`src/rtl/fetch_sequencer.sv`:
```
// Instruction-fetch sequencer: owns the PC, waits out ROM latency, latches the
// instruction and hands it to decode over valid/ready, with redirect and halt.
module fetch_sequencer #(
  parameter logic [31:0] RESET_PC  = 32'h0000_0000,
  parameter int          PC_STEP   = 4,
  parameter int          MEM_LAT   = 1,
  parameter logic [31:0] HALT_WORD = 32'hFFFF_FFFF
) (
  input  logic        i_clk,
  input  logic        i_reset,
  output logic [31:0] o_mem_addr,
  input  logic [31:0] i_mem_rdata,
  output logic [31:0] o_inst,
  output logic        o_inst_valid,
  input  logic        i_inst_ready,
  input  logic        i_redirect,
  input  logic [31:0] i_redirect_pc,
  output logic [31:0] o_pc,
  output logic        o_halt,
  output logic [15:0] o_fetch_count
);

  localparam logic [3:0]  LAT  = 4'(MEM_LAT);
  localparam logic [31:0] STEP = 32'(PC_STEP);

  typedef enum logic [1:0] {S_WAIT, S_HOLD, S_HALTED} state_t;

  state_t      r_state, w_state_nxt;
  logic [31:0] r_pc, w_pc_nxt;
  logic [3:0]  r_wcnt, w_wcnt_nxt;
  logic [31:0] r_inst, w_inst_nxt;
  logic        r_valid, w_valid_nxt;
  logic        r_halt, w_halt_nxt;
  logic [15:0] r_count, w_count_nxt;

  always_ff @(posedge i_clk) begin
    if (i_reset) begin
      r_state <= S_WAIT;
      r_pc    <= RESET_PC;
      r_wcnt  <= LAT;
      r_inst  <= 32'h0;
      r_valid <= 1'b0;
      r_halt  <= 1'b0;
      r_count <= 16'h0;
    end else begin
      r_state <= w_state_nxt;
      r_pc    <= w_pc_nxt;
      r_wcnt  <= w_wcnt_nxt;
      r_inst  <= w_inst_nxt;
      r_valid <= w_valid_nxt;
      r_halt  <= w_halt_nxt;
      r_count <= w_count_nxt;
    end
  end

  always_comb begin
    w_state_nxt = r_state;
    w_pc_nxt    = r_pc;
    w_wcnt_nxt  = r_wcnt;
    w_inst_nxt  = r_inst;
    w_valid_nxt = r_valid;
    w_halt_nxt  = r_halt;
    w_count_nxt = r_count;
    // Redirect wins in every state; a coincident accept in HOLD is dropped.
    if (i_redirect) begin
      w_pc_nxt    = {i_redirect_pc[31:2], 2'b00};
      w_valid_nxt = 1'b0;
      w_halt_nxt  = 1'b0;
      w_wcnt_nxt  = LAT;
      w_state_nxt = S_WAIT;
    end else begin
      case (r_state)
        S_WAIT: begin
          if (r_wcnt != 4'd0) begin
            w_wcnt_nxt = r_wcnt - 4'd1;
          end else if (i_mem_rdata == HALT_WORD) begin
            w_halt_nxt  = 1'b1;
            w_state_nxt = S_HALTED;
          end else begin
            w_inst_nxt  = i_mem_rdata;
            w_valid_nxt = 1'b1;
            w_state_nxt = S_HOLD;
          end
        end
        S_HOLD: begin
          if (i_inst_ready) begin
            w_pc_nxt    = r_pc + STEP;
            w_count_nxt = r_count + 16'd1;
            w_valid_nxt = 1'b0;
            w_wcnt_nxt  = LAT;
            w_state_nxt = S_WAIT;
          end
        end
        S_HALTED: ;
        default: w_state_nxt = S_WAIT;
      endcase
    end
  end

  assign o_mem_addr    = r_pc;
  assign o_pc          = r_pc;
  assign o_inst        = r_inst;
  assign o_inst_valid  = r_valid;
  assign o_halt        = r_halt;
  assign o_fetch_count = r_count;

endmodule

```
`config.mk`:
```
export PLATFORM = sky130hd
export DESIGN_NAME = fetch_sequencer
export DESIGN_NICKNAME = d
export VERILOG_FILES = /design/src/rtl/fetch_sequencer.sv
export SDC_FILE = /design/constraint.sdc
export NUM_CORES = 1
export LEC_CHECK = 0
export BUFFER_PORTS_ARGS = -buffer_cell sky130_fd_sc_hd__buf_2
export CORE_MARGIN = 3
export CORE_UTILIZATION = 53
export DETAILED_ROUTE_END_ITERATION = 10
export GPL_TIMING_DRIVEN = 0
export MAX_ROUTING_LAYER = met4
export PLACE_DENSITY = 0.89
export SLEW_MARGIN = 20
export SYNTH_ARGS = -nofsm -noshare
export SYNTH_HDL_FRONTEND = slang
export SYNTH_SLANG_ARGS = --single-unit
```
`constraint.sdc`:
```
create_clock -name i_clk -period 5.75 [get_ports i_clk]
set_input_delay 0.8625 -clock i_clk [delete_from_list [all_inputs] [get_ports i_clk]]
set_output_delay 0.8625 -clock i_clk [all_outputs]
set_load 0.005 [all_outputs]
```
==> metrics.sh, run 1 <==
RSZ0062_AT_GRT='no'
CORE_AREA_SQ_MM=0.00842
ANTENNA_FOUND_INITIAL=0
SYNTHDOMINANTCELLAREASHARE=0.367
END_OF_FLOW_CORE_UTILIZATION=0.701
TRITONCTS.NUM_BUFFERS=9
NUM_VIAS=4779
POST_SYNTH.CELL_AREA_AVG_SQ_UM=8.64
SYNTH-WARNING-COUNT=0
WORSTSETUPPATHTYPE='primary input to flop'
START_UTIL=0.557
WORST_EP_ARRIVAL_TIME_NS=2.58
CRITICAL_PATH.STARTPOINT_TYPE='primary input'
WORST_IR_DROP_VDD_mV=0.129
WIRELENGTH_MICRONS=13500
POWER.DENSITY_CELL_AREA_mW_PER_MM2=218
SYNTH_TOP_CELLS_BY_COUNT='sky130_fd_sc_hd__dfxtp_1 (86), sky130_fd_sc_hd__nand2b_1 (65), sky130_fd_sc_hd__buf_4 (38), sky130_fd_sc_hd__nor2_1 (38), sky130_fd_sc_hd__mux2i_1 (33)'
SYNTHDOMINANTAREACELLTYPE='sky130_fd_sc_hd__dfxtp_1'
CRITICAL_PATH_PEAK_FANOUT=10
VIASPERCELL=5.68
CLOCK-SINKS=86
DETAIL_ROUTE.DRC_VIOLATIONS=0
ROUTABILITY_CONGESTION=0.889
GROUTE.USAGE.OVERALL=0.270
PLACE.PORT_BUFFERS=174
SLEW_HEADROOM=0.440
COUNT_OF_ENDPOINTS_FAILING_HOLD_IN_THE_FINAL_TIMING_REPORT=0
YS_TOP_CELLS_BY_AREA='sky130_fd_sc_hd__dfxtp_1 (37%), sky130_fd_sc_hd__nand2b_1 (8.7%), sky130_fd_sc_hd__mux2i_1 (7.0%)'
YOSYS_MOST_USED_DFF='sky130_fd_sc_hd__dfxtp_1'
RESULT_OF_THE_RUN='completed'
GRT_PASS1_WL_MICRONS=21600
CTS-HOLD-FIX-BUFFERS=0
IOPINCOUNT=182
GLOBALROUTEOVERFLOWTOTAL=0
PLACE.DETAILED.HPWL_MICRONS=10000
GRT_MAX_DEGREE=17
SLEW_VIOLATIONS=0
CLK_PIN_SLEW_WORST_PATHS_NS=0.09
DETAIL_ROUTE.WL_PER_CELL_MICRONS=16.1
NETLIST_INSTANCES=543
DRIVE_ABOVE_1_SHARE=0.325
MAX_SLEW.WORST_PIN.SLEW_NS=0.833
FILLER_CELL_COUNT=681
HOLD_PATH.CLASS='flop to flop'
LAYOUT_MIN_CYCLE_TIME_NS=2.37
DRTPASS1ITERATIONS=5
WORST_SKEW_PAIR.LATE_LATENCY_NS=0.36
POST_CTS_RESIZE_COUNT=0
DIE_AREA_SQ_MM=0.0100
ROWS=33
DIE_W_MICRONS=100
POWER.LEAKAGE_uW=0.00261
MAX_ROOT_SINK_BUFFERS=2
SYNTHMOSTINSTANTIATEDCELL='sky130_fd_sc_hd__dfxtp_1'
CP_DATA_REQUIRED_TIME_NS=5.96
SETUP_VIOL=0
CTS_TREE='yes'
FINALNETCOUNT=803
PERIOD_SHARE=0.412
NETLIST-CELL-TYPE-COUNT=54
CTS-HTREE-LEVELS=3
MAXCAPVIOLCOUNT=0
FLOORPLAN_DIE_HEIGHT_MICRONS=100
SYN2LAYOUT_AREA_GROWTH_PCT=25.9
INSERTEDDIODECOUNT=0
FIN_WORST_SKEW_NS=0.0100
SETUP-TNS-FINAL_NS=0
SYNTH.FF_LATCH_COUNT=86
TIMING.REG2REG.SETUP_SLACK_NS=3.66
FMAX_GHz=0.422
CLOCKROOTBUFFER='sky130_fd_sc_hd__clkbuf_8'
INITIALDRTVIOLATIONCOUNT=204
SYN_AREA_SQ_MM=0.00469
SYNTH_SEQUENTIAL_AREA_RATIO=0.367
CRITICAL_PATH.ENDPOINT_TYPE='flop'
SYNTH-EDFF-COUNT=0
SYNTHARSTFLOPSHARE=0
DETAIL-ROUTE-ANTENNA-NETS=0
FIRST_GLOBAL_VIAS=4660
CTS.REPAIR_TIMING.SETUP_BUFFER_COUNT=0
cells in the final DEF (no fill, tap or decap), types with 12 or more instances in the layout:
cell type	instances
sky130_fd_sc_hd__a211oi_1	12
sky130_fd_sc_hd__buf_2	179
sky130_fd_sc_hd__nor4_1	12
sky130_fd_sc_hd__clkbuf_1	18
sky130_fd_sc_hd__mux2i_1	33
sky130_fd_sc_hd__nand3_1	16
sky130_fd_sc_hd__nor2_1	38
sky130_fd_sc_hd__buf_4	38
sky130_fd_sc_hd__nand2b_1	65
sky130_fd_sc_hd__inv_1	12
sky130_fd_sc_hd__nor3_1	13
sky130_fd_sc_hd__nand4_1	25
sky130_fd_sc_hd__dfxtp_1	86
sky130_fd_sc_hd__nand2_1	26
sky130_fd_sc_hd__and4_1	12
sequential cells by signal (all words and copies together), names as in the netlist:
name,flops
o_fetch_count,16
o_inst_valid,1
r_wcnt,4
o_inst,32
o_halt,1
o_mem_addr,30
r_state,2
worst max-delay path, stage by stage:
cell                       delay (ns)
sky130_fd_sc_hd__clkbuf_1        0.27
sky130_fd_sc_hd__clkbuf_1        0.38
sky130_fd_sc_hd__clkbuf_1        0.43
sky130_fd_sc_hd__buf_1           0.52
sky130_fd_sc_hd__a21oi_1         0.11
power breakdown:
group | total [uW] | switching (uW) | internal, uW
Combinational | 193 | 91.2 | 102
Sequential | 652 | 32.4 | 620
Clock | 441 | 236 | 206
area by class of cell:
| type | instances | area (sq um) | area share |
|---|---|---|---|
| Buffer | 64 | 389 | 0.0659 |
| Clock buffer | 9 | 124 | 0.0210 |
| Clock inverter | 7 | 77.6 | 0.0131 |
| Inverter | 13 | 48.8 | 0.00826 |
| Multi-Input combinational cell | 383 | 2540 | 0.431 |
| Sequential cell | 86 | 1720 | 0.292 |
| Tap cell | 105 | 131 | 0.0222 |
| Timing Repair Buffer | 174 | 871 | 0.147 |
worst paths after layout:
check / start / cells after the start / endpoint
worst max register to register: o_mem_addr[3]$_SDFFE_PP0P_ / 6 / o_mem_addr[20]$_SDFFE_PP0P_
worst min-delay path: o_inst[29]$_SDFFE_PP0P_ / 2 / o_inst[29]$_SDFFE_PP0P_
worst min register to register: o_inst[29]$_SDFFE_PP0P_ / 2 / o_inst[29]$_SDFFE_PP0P_
worst max-delay path: i_reset / 5 / o_mem_addr[2]$_SDFFE_PP0P_
stage by stage:
stage	total power (uW)	hold WS, ns	instance area (sq um)	setup slack, ns	cells
CTS	1290	0.478	5910	3.40	841
global route	1340	0.501	5910	3.23	841
floorplan	766	0.465	4700	3.66	546
global placement	847	0.458	5700	3.06	825
finish	1290	0.474	5910	3.38	841
detailed placement	855	0.464	5700	3.03	825
routing by layer:
metal,global-route usage,vias to the layer above,wire length (microns)
met1,0.330,2248,5470
met2,0.457,220,6840
met5,-,-,0
met3,0.0361,28,968
met4,0.0953,0,259
li1,-,2283,-
cells by family after synthesis:
| logic type | count (synthesis) | synth area share |
|---|---|---|
| XOR/XNOR | 21 | 0.0392 |
| buffers and inverters | 77 | 0.0934 |
| flip-flops | 86 | 0.367 |
| other | 1 | 0.000799 |
| adder cells (fa/ha/maj) | 4 | 0.0107 |
| multiplexers | 33 | 0.0704 |
| AND/OR/NAND/NOR | 252 | 0.310 |
| AO/OA/AOI/OAI | 69 | 0.109 |
No activity file was read; power rests on OpenSTA's default activity.
==> run 2: changes to the inputs <==
CORE_UTILIZATION = 45   (was 53)
PLACE_DENSITY = 0.81   (was 0.89)
clock period = 2.02 ns   (was 5.75 ns; I/O delays follow)
==> run 2 against run 1 <==
First-iteration DRC count rose by 21%. Sequential power increased to 2.9 times the previous value. Wire length up 0.58%. Critical endpoint is now o_inst[15]$_SDFFE_PP0P_. Largest cell class unchanged. Highest routed layer unchanged.
==> metrics.sh, run 2 (synthesized netlist as in run 1, its figures left out) <==
HOLD_PATH.CLASS='primary input to flop'  # was flop to flop
GROUTE.USAGE.OVERALL=0.234  # was 0.270
RSZ0062_AT_GRT='no'  # unchanged
WORST_IR_DROP_VDD_mV=0.266  # was 0.129 mV
CRITICAL_PATH_PEAK_FANOUT=5  # was 10
FILLER_CELL_COUNT=888  # was 681
ROWS=36  # was 33
PERIOD_SHARE=0.945
HP-START='i_redirect_pc[23]'  # was o_inst[29]$_SDFFE_PP0P_
COUNT_OF_ENDPOINTS_FAILING_HOLD_IN_THE_FINAL_TIMING_REPORT=0  # unchanged
WORSTPATHCELLLIST='inv_2 > ha_1 > or3b_4 > nand3b_1 > a21oi_4 > buf_4 > clkbuf_16 > mux2i_1'  # was clkbuf_1 > clkbuf_1 > clkbuf_1 > buf_1 > a21oi_1
STDCELL_COUNT=875  # was 841
PLACE.DETAILED.HPWL_MICRONS=10200  # was 10000 microns
CRITPATHSLOWESTCELL='sky130_fd_sc_hd__or3b_4'  # was sky130_fd_sc_hd__buf_1
POWER.LEAKAGE_uW=0.00265  # was 0.00261 uW
CTS-HOLD-FIX-BUFFERS=0  # unchanged
CP_DATA_REQUIRED_TIME_NS=2.30  # was 5.96 ns
LARGEST_REGISTER_FFS=32  # unchanged
DRTPASS1ITERATIONS=4  # was 5
MAX_ROOT_SINK_BUFFERS=2  # unchanged
DETAIL_ROUTE.DRC_VIOLATIONS=0  # unchanged
CTS_TREE='yes'  # unchanged
SETUP_VIOL=0  # unchanged
VIASPERCELL=5.49  # was 5.68
TRITONCTS.NUM_BUFFERS=9  # unchanged
GRT_MAX_DEGREE=13  # was 17
WIRELENGTH_MICRONS=13600  # was 13500 microns
GLOBALROUTEOVERFLOWTOTAL=0  # unchanged
NUM_VIAS=4804  # was 4779
PLACED_INSTANCES=853  # was 825
FINAL.HOLD.WORST_SLACK_NS=0.199  # was 0.474 ns
INSERTEDDIODECOUNT=0  # unchanged
SLEW_VIOLATIONS=0  # unchanged
DETAIL_ROUTE.WL_PER_CELL_MICRONS=15.6  # was 16.1 microns
CP.DEPTH=8  # was 5
WORSTSETUPPATHTYPE='flop to flop'  # was primary input to flop
FMAX_GHz=0.524
GLOBAL_ROUTE_MET3_UTILIZATION=0.0346  # was 0.0361
GRT-BUSIEST-LAYER='met2'  # unchanged
FINALNETCOUNT=811  # was 803
MULTI_INPUT_AREA_SQ_MM=0.00261  # was 0.00254 sq mm
ROUTABILITY_CONGESTION=0.879  # was 0.889
DIE_AREA_SQ_MM=0.0117  # was 0.0100 sq mm
WORST_SKEW_PAIR.LATE_LATENCY_NS=0.35  # was 0.36 ns
POWER.DENSITY_CELL_AREA_mW_PER_MM2=570  # was 218 mW/mm^2
R2R-START='r_wcnt[0]$_SDFFE_PP1P_'  # was o_mem_addr[3]$_SDFFE_PP0P_
WORSTHOLDPATHCELLS=3  # was 2
PLACEDINSTANCEAREA_SQ_MM=0.00574  # was 0.00570 sq mm
CRIT_START='r_wcnt[0]$_SDFFE_PP1P_'  # was i_reset
FINAL_COMMON_CELL='sky130_fd_sc_hd__buf_2'  # unchanged
TIMING.CRITICAL_PATH.MAX_DELAY_FAMILY='simple AND/OR/NAND/NOR gates'  # was buffers and inverters
DIE_W_MICRONS=108  # was 100 microns
END_OF_FLOW_CORE_UTILIZATION=0.611  # was 0.701
CLOCKROOTBUFFER='sky130_fd_sc_hd__clkbuf_8'  # unchanged
GRT_PASS1_WL_MICRONS=21600  # about the same
SYN2LAYOUT_AREA_GROWTH_PCT=29.7  # was 25.9%
FIN_WORST_SKEW_NS=0.00853  # was 0.0100 ns
PRECTSSETUPSLACK_NS=-0.197  # was 3.03 ns
CP_SLOWEST_STAGE_DELAY_NS=0.40  # was 0.52 ns
GRT.MET2_USAGE=0.381  # was 0.457
RESULT_OF_THE_RUN='completed'  # unchanged
LAYOUT.CELLS.MOST_COMMON_LIST='sky130_fd_sc_hd__buf_2 (179), sky130_fd_sc_hd__dfxtp_1 (75), sky130_fd_sc_hd__nand2b_1 (65), sky130_fd_sc_hd__buf_4 (42), sky130_fd_sc_hd__nor2_1 (37)'  # was sky130_fd_sc_hd__buf_2 (179), sky130_fd_sc_hd__dfxtp_1 (86), sky130_fd_sc_hd__nand2b_1 (65), sky130_fd_sc_hd__nor2_1 (38), sky130_fd_sc_hd__buf_4 (38)
CRITICAL_PATH.STARTPOINT_TYPE='flop'  # was primary input
TIMING.CRITICAL_PATH.BUF_INV=3  # was 4
CLK_PIN_SLEW_WORST_PATHS_NS=0.08  # was 0.09 ns
SLEW_HEADROOM=0.347  # was 0.440
LAYOUT_MIN_CYCLE_TIME_NS=1.91
FIN_AREA_SQ_MM=0.00609  # was 0.00591 sq mm
CORE_AREA_SQ_MM=0.00995  # was 0.00842 sq mm
PLACE.PORT_BUFFERS=174  # unchanged
CTS-HTREE-LEVELS=3  # unchanged
MAX_SLEW.WORST_PIN.SLEW_NS=0.971  # was 0.833 ns
FIRST_GLOBAL_VIAS=4691  # was 4660
DRIVE_ABOVE_1_SHARE=0.357  # was 0.325
GROUTE.LAYER.MET1.USAGE=0.282  # was 0.330
IOPINCOUNT=182  # unchanged
POSTLAYOUTSETUPSLACKWORST_NS=0.112  # was 3.38 ns
CLOCK-SINKS=86  # unchanged
INITIALDRTVIOLATIONCOUNT=247  # was 204
DETAIL-ROUTE-ANTENNA-NETS=0  # unchanged
ANTENNA_FOUND_INITIAL=0  # unchanged
REGAREA_SQ_MM=0.00174  # was 0.00172 sq mm
MAXCAPVIOLCOUNT=0  # unchanged
START_UTIL=0.471  # was 0.557
WORSTREGTOREGCELLS=8  # was 6
FLOORPLAN_DIE_HEIGHT_MICRONS=108  # was 100 microns
WORST_EP_ARRIVAL_TIME_NS=2.19  # was 2.58 ns
CRITICAL_PATH.ENDPOINT_TYPE='flop'  # unchanged
## run 2: repair_timing
item                                    in CTS  in global routing
resized for setup                            9                 26
pin swaps                                    0                  3
endpoints found under the setup margin      33                 45
buffers inserted                             0                  7
cloned                                       0                  1
## run 2: through the flow
stage | setup TNS (ns) | power, uW
floorplan | 0 | 2180
global placement | -7.61 | 2420
detailed placement | -8.77 | 2440
CTS | 0 | 3480
global route | 0 | 3630
finish | 0 | 3470
## run 2: report_power, final
group	leakage (uW)	switching [uW]	internal [uW]
clock network	0.0000821	572	465
logic	0.00186	263	307
registers	0.000706	94.2	1770
total	0.00265	929	2540
## run 2: layout make-up
class,count,share of cell area
Timing Repair Buffer,182,0.156
Sequential cell,86,0.286
Clock inverter,2,0.00164
Clock buffer,12,0.0238
Multi-Input combinational cell,383,0.429
Buffer,64,0.0678
Inverter,13,0.00802
Tap cell,133,0.0273
## run 2: path summary, 6_finish.rpt
check	end	slack (ns)
setup / recovery	o_inst[15]$_SDFFE_PP0P_	0.11
hold / removal	o_mem_addr[23]$_SDFFE_PP0P_	0.20
setup reg to reg	o_inst[15]$_SDFFE_PP0P_	0.11
hold reg to reg	o_inst[30]$_SDFFE_PP0P_	0.48
## run 2: worst reg2reg max path: cells and delay by family (launching register included)
family                   cells  cell delay, ns
AO/OA/AOI/OAI                1            0.18
adder cells (fa/ha/maj)      1            0.14
buffers and inverters        3            0.40
flip-flops                   1            0.32
multiplexers                 1            0.18
AND/OR/NAND/NOR              2            0.61
## run 2: metal layers
layer	share of wire	up-vias
li1	-	2309
met1	0.42	2269
met2	0.50	185
met3	0.056	41
met4	0.033	0
met5	0	-
==> run 3: changes to the inputs <==
CORE_UTILIZATION = 49   (was 45)
PLACE_DENSITY = 0.83   (was 0.81)
clock period = 2.1 ns   (was 2.02 ns; I/O delays follow)
==> run 3 against run 2 <==
Sequential power is 4% lower. Maximum frequency shrank 7.7%. Core utilization grew 4.1 points. Cell count fell by 0.69%. Hold slack got worse by 0.0095 ns. Register-to-register slack got worse by 0.08 ns. Critical path type unchanged. Critical endpoint is now o_mem_addr[15]$_SDFFE_PP0P_. Highest routed layer unchanged.
==> metrics.sh, run 3 (synthesized netlist as in run 1, its figures left out) <==
FLOORPLAN_DIE_HEIGHT_MICRONS=104  # was 108 microns
PLACE.PORT_BUFFERS=174  # unchanged
FMAX_GHz=0.484  # was 0.524 GHz
WIRELENGTH_MICRONS=13700  # was 13600 microns
SYN2LAYOUT_AREA_GROWTH_PCT=29.1  # was 29.7%
CP_SLOWEST_STAGE_DELAY_NS=0.48  # was 0.40 ns
FINAL.HOLD.WORST_SLACK_NS=0.190  # was 0.199 ns
INITIALDRTVIOLATIONCOUNT=287  # was 247
DRTPASS1ITERATIONS=4  # unchanged
GLOBALROUTEOVERFLOWTOTAL=0  # unchanged
CP_DATA_REQUIRED_TIME_NS=2.37  # was 2.30 ns
REGAREA_SQ_MM=0.00173  # was 0.00174 sq mm
SETUP_VIOL=0  # unchanged
MULTI_INPUT_AREA_SQ_MM=0.00258  # was 0.00261 sq mm
CRIT-REG2REG-CAPTURE='o_mem_addr[15]$_SDFFE_PP0P_'  # was o_inst[15]$_SDFFE_PP0P_
CORE_AREA_SQ_MM=0.00928  # was 0.00995 sq mm
FIRST_GLOBAL_VIAS=4591  # was 4691
COUNT_OF_ENDPOINTS_FAILING_HOLD_IN_THE_FINAL_TIMING_REPORT=0  # unchanged
DIE_W_MICRONS=104  # was 108 microns
CTS_TREE='yes'  # unchanged
POSTLAYOUTSETUPSLACKWORST_NS=0.0332  # was 0.112 ns
FIN_AREA_SQ_MM=0.00606  # was 0.00609 sq mm
PRECTSSETUPSLACK_NS=-0.0931  # was -0.197 ns
MAXCAPVIOLCOUNT=0  # unchanged
END_OF_FLOW_CORE_UTILIZATION=0.652  # was 0.611
TIMING.CRITICAL_PATH.BUF_INV=0  # was 3
TIMING.REG2REG.SETUP_SLACK_NS=0.03  # was 0.11 ns
CLOCKROOTBUFFER='sky130_fd_sc_hd__clkbuf_8'  # unchanged
CRITPATHSLOWESTCELL='sky130_fd_sc_hd__dfxtp_1'  # was sky130_fd_sc_hd__or3b_4
RSZ0062_AT_GRT='yes'  # was no
HOLD_PATH.CLASS='primary input to flop'  # unchanged
CTS-HOLD-FIX-BUFFERS=0  # unchanged
RESULT_OF_THE_RUN='completed'  # unchanged
WORSTSETUPPATHTYPE='flop to flop'  # unchanged
ROUTABILITY_CONGESTION=0.919  # was 0.879
ROWS=35  # was 36
TIMING.CRITICAL_PATH.MAX_DELAY_FAMILY='simple AND/OR/NAND/NOR gates'  # unchanged
POWER_uW=3670  # was 3470 uW
GROUTE.USAGE.OVERALL=0.253  # was 0.234
DETAIL_ROUTE.WL_PER_CELL_MICRONS=15.8  # was 15.6 microns
HP-START='i_redirect_pc[17]'  # was i_redirect_pc[23]
WORSTREGTOREGCELLS=4  # was 8
MAX_SLEW.WORST_PIN.SLEW_NS=1.13  # was 0.971 ns
LARGEST_REGISTER_FFS=32  # unchanged
MAX_ROOT_SINK_BUFFERS=2  # unchanged
CLK_PIN_SLEW_WORST_PATHS_NS=0.09  # was 0.08 ns
PERIOD_SHARE=0.984  # was 0.945
PLACEDINSTANCEAREA_SQ_MM=0.00573  # was 0.00574 sq mm
CLOCK-SINKS=86  # unchanged
CTS-HTREE-LEVELS=3  # unchanged
LAYOUT_MIN_CYCLE_TIME_NS=2.07  # was 1.91 ns
POWER.LEAKAGE_uW=0.00265  # about the same
LAYOUT.CELLS.MOST_COMMON_LIST='sky130_fd_sc_hd__buf_2 (179), sky130_fd_sc_hd__dfxtp_1 (80), sky130_fd_sc_hd__nand2b_1 (65), sky130_fd_sc_hd__buf_4 (39), sky130_fd_sc_hd__nor2_1 (37)'  # was sky130_fd_sc_hd__buf_2 (179), sky130_fd_sc_hd__dfxtp_1 (75), sky130_fd_sc_hd__nand2b_1 (65), sky130_fd_sc_hd__buf_4 (42), sky130_fd_sc_hd__nor2_1 (37)
WORSTHOLDPATHCELLS=3  # unchanged
ANTENNA_FOUND_INITIAL=0  # unchanged
NUM_VIAS=4728  # was 4804
FINALNETCOUNT=807  # was 811
R2R-START='o_mem_addr[4]$_SDFFE_PP0P_'  # was r_wcnt[0]$_SDFFE_PP1P_
WORST_SKEW_PAIR.LATE_LATENCY_NS=0.36  # was 0.35 ns
INSERTEDDIODECOUNT=0  # unchanged
POWER.DENSITY_CELL_AREA_mW_PER_MM2=607  # was 570 mW/mm^2
PLACE.DETAILED.HPWL_MICRONS=10100  # was 10200 microns
START_UTIL=0.505  # was 0.471
IOPINCOUNT=182  # unchanged
FILLER_CELL_COUNT=846  # was 888
WORSTPATHCELLLIST='nand4_1 > or2_1 > o41a_1 > a221oi_1'  # was inv_2 > ha_1 > or3b_4 > nand3b_1 > a21oi_4 > buf_4 > clkbuf_16 > mux2i_1
SLEW_VIOLATIONS=0  # unchanged
VIASPERCELL=5.44  # was 5.49
DRIVE_ABOVE_1_SHARE=0.343  # was 0.357
GRT_PASS1_WL_MICRONS=22300  # was 21600 microns
TRITONCTS.NUM_BUFFERS=9  # unchanged
DETAIL_ROUTE.DRC_VIOLATIONS=0  # unchanged
CRITICAL_PATH.STARTPOINT_TYPE='flop'  # unchanged
DIE_AREA_SQ_MM=0.0108  # was 0.0117 sq mm
WORST_IR_DROP_VDD_mV=0.384  # was 0.266 mV
CRITICAL_PATH_PEAK_FANOUT=7  # was 5
FIN_WORST_SKEW_NS=0.0112  # was 0.00853 ns
GRT_MAX_DEGREE=15  # was 13
FINAL_COMMON_CELL='sky130_fd_sc_hd__buf_2'  # unchanged
WORST_HOLD_PATH.ENDPOINT='o_mem_addr[17]$_SDFFE_PP0P_'  # was o_mem_addr[23]$_SDFFE_PP0P_
WORST_EP_ARRIVAL_TIME_NS=2.34  # was 2.19 ns
SLEW_HEADROOM=0.241  # was 0.347
CRITICAL_PATH.ENDPOINT_TYPE='flop'  # unchanged
DETAIL-ROUTE-ANTENNA-NETS=0  # unchanged
## run 3: changes by cell type in the layout (fill, tap and decap cells not counted), sizes merged
cell | previous run | this run
buf | 226 | 223
bufinv | 0 | 2
clkbuf | 32 | 30
clkinvlp | 0 | 1
## run 3: worst register-to-register path: stages (launching register included)
cell	delay (ns)
sky130_fd_sc_hd__dfxtp_1	0.48
sky130_fd_sc_hd__nand4_1	0.43
sky130_fd_sc_hd__or2_1	0.43
sky130_fd_sc_hd__o41a_1	0.39
sky130_fd_sc_hd__a221oi_1	0.25
## run 3: how the worst max path moves through the flow
stage	startpoint	endpoint	cells after the start
2_1_floorplan	o_mem_addr[2]$_SDFFE_PP0P_	o_mem_addr[20]$_SDFFE_PP0P_	6
3_3_place_gp	i_reset	o_halt$_SDFFE_PP0P_	5
3_5_place_dp	i_reset	o_fetch_count[11]$_SDFFE_PP0P_	5
4_1_cts	o_mem_addr[2]$_SDFFE_PP0P_	o_mem_addr[20]$_SDFFE_PP0P_	6
5_1_grt	o_mem_addr[4]$_SDFFE_PP0P_	o_mem_addr[15]$_SDFFE_PP0P_	4
6_report	o_mem_addr[4]$_SDFFE_PP0P_	o_mem_addr[15]$_SDFFE_PP0P_	4
## run 3: through the flow
step	std cells	setup TNS, ns
2_1_floorplan	546	0
3_3_place_gp	849	-2.47
3_5_place_dp	849	-2.26
4_1_cts	865	0
5_1_grt	869	-0.103
6_report	869	0
## run 3: repair_timing
item                                    CTS  global route
setup buffers                             0             4
endpoints found under the setup margin    1            38
pin swaps                                 0             1
resized for setup                         2            17
## run 3: layout make-up
type | count | area share
well taps | 129 | 0.0266
inverters | 13 | 0.00806
clock buffers | 11 | 0.0250
clock inverters | 5 | 0.0134
multi-input cells | 383 | 0.426
repair buffers | 178 | 0.149
plain buffers | 64 | 0.0663
flip-flops and latches | 86 | 0.285
## run 3: layer usage
metal / vias up / share of wire / global-route usage
met4: 0 / 0.012 / 0.0826
li1: 2305 / - / -
met3: 15 / 0.061 / 0.0417
met5: - / 0 / -
met1: 2235 / 0.42 / 0.315
met2: 173 / 0.50 / 0.419
## run 3: report_power, final
group,total [uW],internal (uW),leakage (uW),switching [uW]
Combinational,536,284,0.00183,252
Sequential,1790,1700,0.000704,88.6
Clock,1350,736,0.000116,615
